==> config.mk <==
export PLATFORM = sky130hd
export DESIGN_NAME = serial_frame_rx
export DESIGN_NICKNAME = d
export VERILOG_FILES = /design/src/rtl/serial_frame_rx.sv
export SDC_FILE = /design/constraint.sdc
export NUM_CORES = 1
export LEC_CHECK = 0
export ABC_AREA = 1
export CAP_MARGIN = 0
export CORE_ASPECT_RATIO = 0.75
export CORE_MARGIN = 2
export CORE_UTILIZATION = 45
export CTS_BUF_LIST = sky130_fd_sc_hd__clkbuf_8
export DETAILED_ROUTE_END_ITERATION = 8
export GPL_ROUTABILITY_DRIVEN = 0
export PLACE_DENSITY = 0.66
export SLEW_MARGIN = 20
export SYNTH_ARGS = -nofsm -noshare
export SYNTH_HDL_FRONTEND = slang
export SYNTH_SLANG_ARGS = --single-unit
==> constraint.sdc <==
create_clock -name clk -period 2.3 [get_ports clk]
set_input_delay 0.46 -clock clk [delete_from_list [all_inputs] [get_ports clk]]
set_output_delay 0.46 -clock clk [all_outputs]
set_load 0.05 [all_outputs]
==> src/rtl/serial_frame_rx.sv <==
// Serial frame receiver: start bit, WIDTH data bits LSB-first, optional even parity, stop bit.
// Delivers each good word through a single holding register with a valid/ready handshake.
module serial_frame_rx #(
    parameter int unsigned WIDTH     = 8,
    parameter bit          PARITY_EN = 1'b1
) (
    input  logic             clk,
    input  logic             rst,
    input  logic             serial_in,
    output logic [WIDTH-1:0] data_out,
    output logic             data_valid,
    input  logic             data_ready,
    output logic             parity_err,
    output logic             frame_err,
    output logic             overrun
);

    localparam int unsigned CntW = (WIDTH > 1) ? $clog2(WIDTH) : 1;

    typedef enum logic [1:0] {StIdle, StData, StParity, StStop} state_e;

    state_e           state_q, state_d;
    logic [CntW-1:0]  cnt_q, cnt_d;
    logic [WIDTH-1:0] shift_q, shift_d;
    logic [WIDTH-1:0] data_q, data_d;
    logic             par_q, par_d;
    logic             valid_q, valid_d;
    logic             perr_q, perr_d;
    logic             ferr_q, ferr_d;
    logic             ovr_q, ovr_d;

    always_ff @(posedge clk or posedge rst) begin
        if (rst) begin
            state_q <= StIdle;
            cnt_q   <= '0;
            shift_q <= '0;
            data_q  <= '0;
            par_q   <= 1'b0;
            valid_q <= 1'b0;
            perr_q  <= 1'b0;
            ferr_q  <= 1'b0;
            ovr_q   <= 1'b0;
        end else begin
            state_q <= state_d;
            cnt_q   <= cnt_d;
            shift_q <= shift_d;
            data_q  <= data_d;
            par_q   <= par_d;
            valid_q <= valid_d;
            perr_q  <= perr_d;
            ferr_q  <= ferr_d;
            ovr_q   <= ovr_d;
        end
    end

    always_comb begin
        state_d = state_q;
        cnt_d   = cnt_q;
        shift_d = shift_q;
        data_d  = data_q;
        par_d   = par_q;
        valid_d = valid_q;
        perr_d  = perr_q;
        ferr_d  = 1'b0;
        ovr_d   = 1'b0;

        if (valid_q && data_ready) begin
            valid_d = 1'b0;
        end

        unique case (state_q)
            StIdle: begin
                if (serial_in) begin
                    state_d = StData;
                    cnt_d   = '0;
                    par_d   = 1'b0;
                end
            end
            StData: begin
                // Shift right so the first data bit ends up in bit 0.
                shift_d = {serial_in, shift_q[WIDTH-1:1]};
                par_d   = par_q ^ serial_in;
                cnt_d   = cnt_q + 1'b1;
                if (cnt_q == CntW'(WIDTH - 1)) begin
                    cnt_d   = '0;
                    state_d = PARITY_EN ? StParity : StStop;
                end
            end
            StParity: begin
                par_d   = par_q ^ serial_in;
                state_d = StStop;
            end
            StStop: begin
                state_d = StIdle;
                if (serial_in) begin
                    ferr_d = 1'b1;
                end else if (!valid_q || data_ready) begin
                    // A consume on this same edge frees the register for the new word.
                    data_d  = shift_q;
                    perr_d  = PARITY_EN ? par_q : 1'b0;
                    valid_d = 1'b1;
                end else begin
                    ovr_d = 1'b1;
                end
            end
            default: state_d = StIdle;
        endcase
    end

    assign data_out   = data_q;
    assign data_valid = valid_q;
    assign parity_err = perr_q;
    assign frame_err  = ferr_q;
    assign overrun    = ovr_q;

endmodule
-- Yosys cells after proc, flatten, opt, wreduce, memory -nomap -nowiden
Index checks and enable logic that the tools add are counted.
- output and inout port bits: 12
- input bits: 4
- register bits: 26
- reduce and logical (&&, ||, !) cells: 11
- add/subtract/negate cells: 1
- equality and inequality tests: 6
- bitwise logic cells: 2
- mux-type cells: 17
- operator list (cell ; number):
    $mux 1 ; 10
    $pmux 2 s4 ; 1
    $mux 3 ; 2
    $pmux 3 s2 ; 1
    $reduce_and 2->1 ; 3
    $eq 2x2->1 const B ; 2
    $mux 2 ; 2
    $ne 2x2->1 const B ; 2
    $reduce_bool 2->1 ; 2
    $add 3x1->3 const B ; 1
    $eq 3x3->1 const B ; 1
    $reduce_and 3->1 ; 1
    $eq 2x1->1 const B ; 1
    $logic_not 2->1 ; 1
    $pmux 1 s2 ; 1
    $reduce_or 2->1 ; 1
    $logic_and 1x1->1 ; 1
    $logic_not 1->1 ; 1
    $logic_or 1x1->1 ; 1
    $not 1->1 ; 1
    $xor 1x1->1 ; 1

-- Longest topological paths before layout
Gate-level depths: netlist of the first run.
- word-level depth: 5
- gate-level depth with buffers: 7
- mapped depth without buffers: 7

-- Worst setup path after synthesis of the first run
No wires, ideal clock.
- kind: flip-flop to flip-flop
- start point: register valid_q (netlist: data_valid)
- end point: register data_q[2] (netlist: data_out[2])
- buffers on the path: 1
- cell stages (with the launch flop): 5
- slack: 1.106 ns
- required time: 2.181 ns
- library setup time: 0.119 ns
- data arrival time: 1.075 ns
- clock period less this slack: 1.194 ns
- path through: dfrtp_1 -> nand2_2 -> buf_2 -> nand3_1 -> nand2_1
- word-level cells in the longest chain between the ends: 3
- ends and longest elaborated chain (element ; RTL line ; RTL):
    start: declaration ; 27 ; logic valid_q, valid_d;
    start signal: assignment ; 49 ; valid_q <= valid_d;
    $logic_not 1->1 ; 97 ; end else if (!valid_q || data_ready) begin
    $logic_or 1x1->1 ; 97 ;
    $reduce_and 3->1 (no source line) ; - ;
    end signal: assignment ; 47 ; data_q <= data_d;
    end: declaration ; 25 ; logic [WIDTH-1:0] data_q, data_d;
No other way between the ends.
A chain may end at the register's enable or synchronous reset.

-- Final worst setup path of the first run
- start point: register data_q[4] (netlist: data_out[4])
- end point: output port data_out[4]
- RTL lines (element ; RTL line ; RTL):
    end: declaration ; 10 ; output logic [WIDTH-1:0] data_out,
No word-level cell between the ends.

==> results.toml, run 1 <==
[synthesis]
synth_nets = 138
ys.warnings.count = 0
synth_edf_count = 0
avgSynthCellArea_um2 = 9.20
synth_seq_cells = 26
synth_top_cell_by_area = "dfrtp_1"
ys_top_cells_by_area = "dfrtp_1 56%, nand2_1 12%, ha_1 7.5%, nand3_1 7.3%, inv_1 4.2%"
synth_most_common_cell = "nand2_1"
synth_cell_types = 17
synth_flop_cell = "dfrtp_1"
syn_inst = 127
async_reset_ff_share_pct = 100
synth_top_cell_area_share_pct = 55.7
mappedNetlistArea_um2 = 1170
synth_common_cells = "36 x nand2_1, 26 x dfrtp_1, 17 x nand3_1, 13 x inv_1, 8 x nor2_1"
ys_seq_area_share_pct = 55.7

[sta]
setup_violations = 0
drv_slew = 0
rsz0062_at_grt = "no"
worstMarginPinSlew_ns = 0.496
fin_crit_ns = 1.90
fin_tns_setup_ns = 0
fin_hold_ws_ns = 0.481
clock.fmax_mhz = 526
hold_violations = 0
fin_skew_ns = 0.00732
fin_crit_sh_pct = 82.7
relSlewSlack_pct = 66.8

[die]
core_um2 = 2380
die_y_um = 48.1
io_pins = 16
initial_core_util_pct = 49.0
die_area_um2 = 3020
rows = 15
fp.dieW_um = 62.8

[place]
hpwl_mm = 1.43
dp.cells = 173
port_buffers = 15

[detailed_routing]
firstDrtPassIters = 4
routed_wl_mm = 1.91
vias = 839
vias_per_cell = 4.74
drtIter0Drc = 63
drcViolationCount = 0
drtAntennaViolNets = 0
wl_per_cell_um = 10.8

[worst_hold_path]
min_to = "parity_err$_DFFE_PP0P_"
min_path_cells = 2
hold_class = "flip-flop to flip-flop"
hp-start = "parity_err$_DFFE_PP0P_"

[status]
outcome = "complete, no violations"

[clock_tree]
clock-sinks = 26
cts.path.max_buffers = 2
clk_pin_slew_ns = 0.09
cts-hold-fix-buffers = 0
cts-htree-levels = 1
cts_tree = "yes"
clk_latency_ns = 0.27
cts-resized-gates = 0
clock-root-buffer = "clkbuf_8"
cts_buffers = 3
cts_setup_buffers = 0

[critical_path]
r2r_start = "state_q[1]$_DFFE_PP0P_"
path_max_fanout = 2
worstPathCellList = "clkdlybuf4s50_1"
cp.arrival_ns = 1.44
r2r_slack_ns = 0.82
crit_path_max_incr_delay_ns = 0.81
start_kind = "flip-flop"
slowest_stage = "clkdlybuf4s50_1"
r2r_end = "state_q[0]$_DFFE_PP0P_"
path_delay_family = "buffers and inverters"
critPathCaptureType = "primary output"
reg2regPathDepth = 6
path_buf_inv = 1
worst-endpoint-required_ns = 1.84
crit_type = "flip-flop to primary output"

[layout]
area_growth_pct = 20.8
nNetsFinal = 155
final_cells = 177
diodes = 0
fill_cells = 213
drive_above_1_share_pct = 6.99
final_util_pct = 59.2

[power]
peakVddDrop_mv = 0.713
p_leak_uw = 0.000731
p_per_area_nw_per_um2 = 1550
power_uw = 2180

[global_route]
track_usage_pct = 14.4
grt_overflow = 0
grt_pass1_wl_mm = 3.25
grt_pass1_vias = 718
antenna_found_initial = 0
grt_max_degree = 27

[job]
max_cap_viol_count = 0
==> per-layer routing <==
layer	track usage [%]	routed length, um	share of wire, %
met1	20.4	983	51
met2	21.9	827	43
met3	5.31	101	5.3
met4	2.67	0	0
met5	0	0	0
==> how the worst max path moves through the flow <==
stage                                 start                      end  slack (ns)  cells after the start
floorplan              data_valid$_DFF_PP0_  data_out[2]$_DFFE_PP0P_        1.11                      4
global placement                  serial_in   state_q[0]$_DFFE_PP0P_        0.60                      6
detailed placement                serial_in   state_q[0]$_DFFE_PP0P_        0.57                      6
CTS                 data_out[4]$_DFFE_PP0P_              data_out[4]        0.38                      1
global route        data_out[4]$_DFFE_PP0P_              data_out[4]        0.34                      1
finish              data_out[4]$_DFFE_PP0P_              data_out[4]        0.40                      1
==> flip-flops by register name, summed over array words and instances (netlist names) <==
| name | cells |
|---|---|
| data_out | 8 |
| shift_q | 8 |
| cnt_q | 3 |
| state_q | 2 |
| data_valid | 1 |
| frame_err | 1 |
| overrun | 1 |
| par_q | 1 |
| parity_err | 1 |
==> kinds of logic (layout without fill, tap and decap cells) <==
kind of cell	after synthesis	after routing	share of synthesized area, %
flops	26	26	55.7
buf+inv	18	34	6.96
compound gates	10	10	4.28
fa+ha+maj	7	7	7.49
simple gates	66	66	25.6
==> placed cells by master, fill, tap and decap left out <==
cell type,count
nand2_4,1
clkbuf_8,3
bufinv_16,1
o21ai_0,3
dfrtp_1,26
nor2_8,1
nor3_1,1
buf_4,1
nand3_1,17
nand2_2,2
ha_1,7
nand2_1,36
nor2_1,8
inv_2,1
o21ai_1,2
clkdlybuf4s50_1,15
inv_1,13
a21oi_1,5
==> worst register-to-register path, delay by kind of cell (launching register included) <==
family                     cells  cell delay, ns
adders and majority gates      1            0.47
buffers and inverters          1            0.12
DFF                            1            0.43
and+or+nand+nor                4            0.39
==> where the power goes <==
group          internal [uW]  switching (uW)  total [uW]
sequential               663             137         800
combinational            344             671        1010
clock                    233             137         369
==> stage by stage <==
step / worst slack [ns] / cell area, um2
floorplan: 1.11 / 1170
finish: 0.397 / 1410
CTS: 0.380 / 1410
detailed placement: 0.572 / 1340
global route: 0.345 / 1410
global placement: 0.597 / 1340
==> final cells by class <==
type | instances | area [um2] | area share, %
Clock inverter | 1 | 30.0 | 2.13
Clock buffer | 3 | 41.3 | 2.93
Tap cell | 34 | 42.5 | 3.01
Sequential cell | 26 | 651 | 46.1
Inverter | 14 | 52.6 | 3.72
Multi-Input combinational cell | 83 | 437 | 30.9
Timing Repair Buffer | 16 | 158 | 11.2
(Power assumes the default switching activity.)
==> run 2: changes to the inputs <==
clock period = 1.9 ns   (was 2.3 ns; I/O delays follow)
==> run 2 against run 1 <==
  * Sequential power grew 22%
  * Wire length grew 9.7%
  * Sequential share of layout area grew 0.29 points
  * Die area is the same
  * Final cell count grew 0.56%
  * Critical path type unchanged
  * Global-route usage grew 1.2 points
  * Largest cell class unchanged
  * Non-clock buffer count grew 1
  * Combinational power grew 24%
  * Count of clock-buffer cells in the layout grew 1
  * Register-to-register slack lost 0.21 ns
  * Worst hold slack lost 0.011 ns
  * Power grew 18%
==> results.toml, run 2 (same netlist as run 1, synthesis figures left out) <==
[global_route]
track_usage_pct = 15.7
grt_overflow = 0
antenna_found_initial = 0
grt_pass1_vias = 819
grt_pass1_wl_mm = 3.59
grt_max_degree = 27

[critical_path]
slowest_stage = "clkdlybuf4s50_1"
worstPathCellList = "clkdlybuf4s50_1"
worst-endpoint-required_ns = 1.52
path_buf_inv = 1
start_kind = "flip-flop"
path_delay_family = "buffers and inverters"
cp.arrival_ns = 1.44
critPathCaptureType = "primary output"
path_max_fanout = 2
crit_path_max_incr_delay_ns = 0.81
crit_type = "flip-flop to primary output"

[layout]
nNetsFinal = 156
drive_above_1_share_pct = 7.64
layout_common_cells = "36 x nand2_1, 26 x dfrtp_1, 17 x nand3_1"
ff_latch_area_um2 = 651
fill_cells = 217
layout_commonest_cell = "nand2_1"
multi_input_area_um2 = 437
diodes = 0
area_growth_pct = 20.0

[die]
die_y_um = 48.1
core_um2 = 2380
rows = 15
die_area_um2 = 3020
fp.dieW_um = 62.8
initial_core_util_pct = 49.0
io_pins = 16

[detailed_routing]
wirelength_met1_mm = 1.06
vias_per_cell = 4.64
wl_met3_um = 97
wl_per_cell_um = 11.8
drtIter0Drc = 38
firstDrtPassIters = 4
drtAntennaViolNets = 0
vias = 826
wl_met2_um = 938
routed_wl_mm = 2.10
drcViolationCount = 0
top_layer = "met3"

[clock_tree]
clk_latency_ns = 0.27
cts-resized-gates = 0
cts-htree-levels = 1
cts-hold-fix-buffers = 0
cts.path.max_buffers = 2
clock-sinks = 26
clk_pin_slew_ns = 0.09
cts_buffers = 3
cts_setup_buffers = 0
cts_tree = "yes"
clock-root-buffer = "clkbuf_8"

[sta]
hold_violations = 0
drv_slew = 0
relSlewSlack_pct = 66.6
fin_crit_ns = 1.82
setup_violations = 0
worstMarginPinSlew_ns = 0.500
fin_tns_setup_ns = 0
clock.fmax_mhz = 549
fin_crit_sh_pct = 95.9
setup_ws_ns = 0.0770
fin_skew_ns = 0.00523
rsz0062_at_grt = "no"

[power]
clkPwrFrac_pct = 13.7
seqPwrFrac_pct = 37.8
p_leak_uw = 0.000730
netSwitchingFraction_pct = 45.1
peakVddDrop_mv = 0.641
p_per_area_nw_per_um2 = 1840
netSwitchingPower_uw = 1160
p_comb_share_pct = 48.5
p_int_uw = 1420

[place]
post-place-ws_ns = 0.241
hpwl_mm = 1.61
port_buffers = 15

[worst_hold_path]
hold_class = "primary input to asynchronous set/reset pin"

[job]
max_cap_viol_count = 0

[status]
outcome = "complete, no violations"
[run 2: per-layer routing]
layer / vias up / GRT usage, %
met5: - / 0
met4: 0 / 2.67
met3: 0 / 4.62
met2: 17 / 29.2
met1: 374 / 19.2
li1: 435 / -
[run 2: cell type report]
cell class	instances	area share, %
Clock buffer	4	3.93
Tap cell	34	3.03
Inverter	14	3.75
Sequential cell	26	46.4
Multi-Input combinational cell	83	31.1
Timing Repair Buffer	17	11.8
[run 2: per-stage QoR]
step / total power, uW / cell area (um2) / utilization (%) / instances / hold slack [ns]
global placement: 2200 / 1350 / 56.5 / 174 / 0.457
CTS: 2600 / 1400 / 58.8 / 178 / 0.487
floorplan: 1870 / 1170 / - / 127 / 0.420
global route: 2780 / 1400 / 58.8 / 178 / 0.514
detailed placement: 2240 / 1350 / 56.5 / 174 / 0.466
finish: 2580 / 1400 / 58.8 / 178 / 0.470
[run 2: worst paths after layout]
path | start | end | slack [ns] | cells past startpoint
worst max-delay path | data_out[0]$_DFFE_PP0P_ | data_out[0] | 0.08 | 1
worst min-delay path | rst | frame_err$_DFF_PP0_ | 0.47 | 3
worst max register to register | state_q[1]$_DFFE_PP0P_ | shift_q[0]$_DFFE_PP0N_ | 0.61 | 5
worst min register to register | data_out[7]$_DFFE_PP0P_ | data_out[7]$_DFFE_PP0P_ | 0.48 | 2
max in group asynchronous | rst | cnt_q[1]$_DFFE_PP0P_ | 1.18 | 3
min in group clk | data_out[7]$_DFFE_PP0P_ | data_out[7]$_DFFE_PP0P_ | 0.48 | 2
[run 2: power by group through the flow]
| stage | registers (uW) | clock network (uW) | logic [uW] |
|---|---|---|---|
| after floorplan | 1280 | 0 | 591 |
| after global placement | 975 | 0 | 1220 |
| after detailed placement | 984 | 0 | 1260 |
| after CTS | 974 | 356 | 1260 |
| after global routing | 1010 | 380 | 1400 |
| final | 976 | 352 | 1250 |
==> run 3: changes to the inputs <==
CELL_PAD_IN_SITES_DETAIL_PLACEMENT = 2   (was not set)
CELL_PAD_IN_SITES_GLOBAL_PLACEMENT = 2   (was not set)
CORE_UTILIZATION = 37   (was 45)
PLACE_DENSITY = 0.84   (was 0.66)
clock period = 2.34 ns   (was 1.9 ns; I/O delays follow)
==> run 3 against run 2 <==
  * Non-clock buffer count is 1 lower
  * Critical path type unchanged
  * Sequential cell count stayed put
  * Largest cell class unchanged
  * Sequential power is 18% lower
  * First-iteration DRC count is 29% lower
  * Worst setup slack better by 0.31 ns
  * Final cell count is 1.7% higher
  * Global-route usage is 4.6 points higher
  * Worst hold slack better by 0.0054 ns
==> results.toml, run 3 (same netlist as run 1, synthesis figures left out) <==
[place]
post-place-ws_ns = 0.540
hpwl_mm = 2.10
place_area_um2 = 1350
port_buffers = 15

[detailed_routing]
top_layer = "met4"
firstDrtPassIters = 4
wl_met2_mm = 1.49
vias = 874
drcViolationCount = 0
wl_met3_um = 105
wl_per_cell_um = 16.6
drtIter0Drc = 27
drtAntennaViolNets = 0
vias_per_cell = 4.83
wirelength_met1_mm = 1.36
routed_wl_mm = 3.01

[critical_path]
r2r_slack_ns = 0.73
worst-endpoint-required_ns = 1.87
cp.arrival_ns = 1.49
path_buf_inv = 1
critPathCaptureType = "primary output"
path_max_fanout = 2
crit_path_max_incr_delay_ns = 0.82
reg2regPathDepth = 6
crit_type = "flip-flop to primary output"
slowest_stage = "clkdlybuf4s50_1"
start_kind = "flip-flop"
worstPathCellList = "clkdlybuf4s50_1"
path_delay_family = "buffers and inverters"
cp_num_cells = 1

[die]
die_y_um = 52.7
rows = 17
io_pins = 16
initial_core_util_pct = 39.2
die_area_um2 = 3630
fp.dieW_um = 68.9
core_um2 = 2980

[sta]
worstMarginPinSlew_ns = 0.578
clock.fmax_mhz = 511
fin_tns_setup_ns = 0
rsz0062_at_grt = "no"
hold_violations = 0
fin_crit_sh_pct = 83.6
relSlewSlack_pct = 61.5
drv_slew = 0
fin_skew_ns = 0.0102
fin_crit_ns = 1.96
setup_ws_ns = 0.385
setup_violations = 0

[clock_tree]
cts_setup_buffers = 0
cts-resized-gates = 0
clk_pin_slew_ns = 0.10
cts-hold-fix-buffers = 0
clock-root-buffer = "clkbuf_8"
clock-sinks = 26
cts.path.max_buffers = 2
clk_latency_ns = 0.28
cts_buffers = 3
cts-htree-levels = 1
cts_tree = "yes"

[power]
power_uw = 2250
p_leak_uw = 0.000731
clkPwrFrac_pct = 16.8
peakVddDrop_mv = 0.629
netSwitchingFraction_pct = 45.8
p_comb_share_pct = 47.7
p_int_uw = 1220
p_per_area_nw_per_um2 = 1590
netSwitchingPower_uw = 1030
seqPwrFrac_pct = 35.5

[layout]
layout_common_cells = "36 x nand2_1, 26 x dfrtp_1, 17 x nand3_1"
nNetsFinal = 155
design_area_um2 = 1420
diodes = 0
drive_above_1_share_pct = 6.99
layout_commonest_cell = "nand2_1"
area_growth_pct = 21.2

[job]
max_cap_viol_count = 0

[global_route]
grt_pass1_vias = 982
track_usage_pct = 20.2
antenna_found_initial = 0
grt_pass1_wl_mm = 5.07
grt_max_degree = 27
grt_overflow = 0

[worst_hold_path]
min_path_cells = 2
hold_class = "flip-flop to flip-flop"

[status]
outcome = "complete, no violations"
run 3: layer usage:
metal | vias to the layer above | global-route usage, %
met1 | 424 | 24.5
met3 | 6 | 4.95
li1 | 427 | -
met4 | 0 | 6.86
met5 | - | 0
met2 | 17 | 34.9
run 3: worst paths after layout:
path / startpoint / end
worst max register to register: state_q[1]$_DFFE_PP0P_ / state_q[0]$_DFFE_PP0P_
max in group asynchronous: rst / state_q[0]$_DFFE_PP0P_
min in group asynchronous: rst / par_q$_DFFE_PP0P_
worst min register to register: data_out[5]$_DFFE_PP0P_ / data_out[5]$_DFFE_PP0P_
worst min-delay path: data_out[5]$_DFFE_PP0P_ / data_out[5]$_DFFE_PP0P_
worst max-delay path: data_out[3]$_DFFE_PP0P_ / data_out[3]
run 3: layout make-up:
| cell class | instances | area, um2 |
|---|---|---|
| tap | 38 | 47.5 |
| multi-input combinational | 83 | 437 |
| timing repair buffer | 16 | 158 |
| clock buffer | 3 | 41.3 |
| clock inverter | 1 | 30.0 |
| inverter | 14 | 52.6 |
| fill | 320 | 1560 |
| sequential | 26 | 651 |
run 3: power by group through the flow:
stage	registers [uW]	logic [uW]	clock network [uW]
5_1_grt	827	1190	404
6_report	798	1070	378
3_5_place_dp	807	1060	0
4_1_cts	801	1090	391
3_3_place_gp	791	992	0
2_1_floorplan	1040	480	0
run 3: stage by stage:
stage,util [%],instances,hold slack (ns)
floorplan,-,127,0.471
global placement,45.2,177,0.458
detailed placement,45.2,177,0.460
CTS,47.6,181,0.482
global route,47.6,181,0.515
finish,47.6,181,0.475
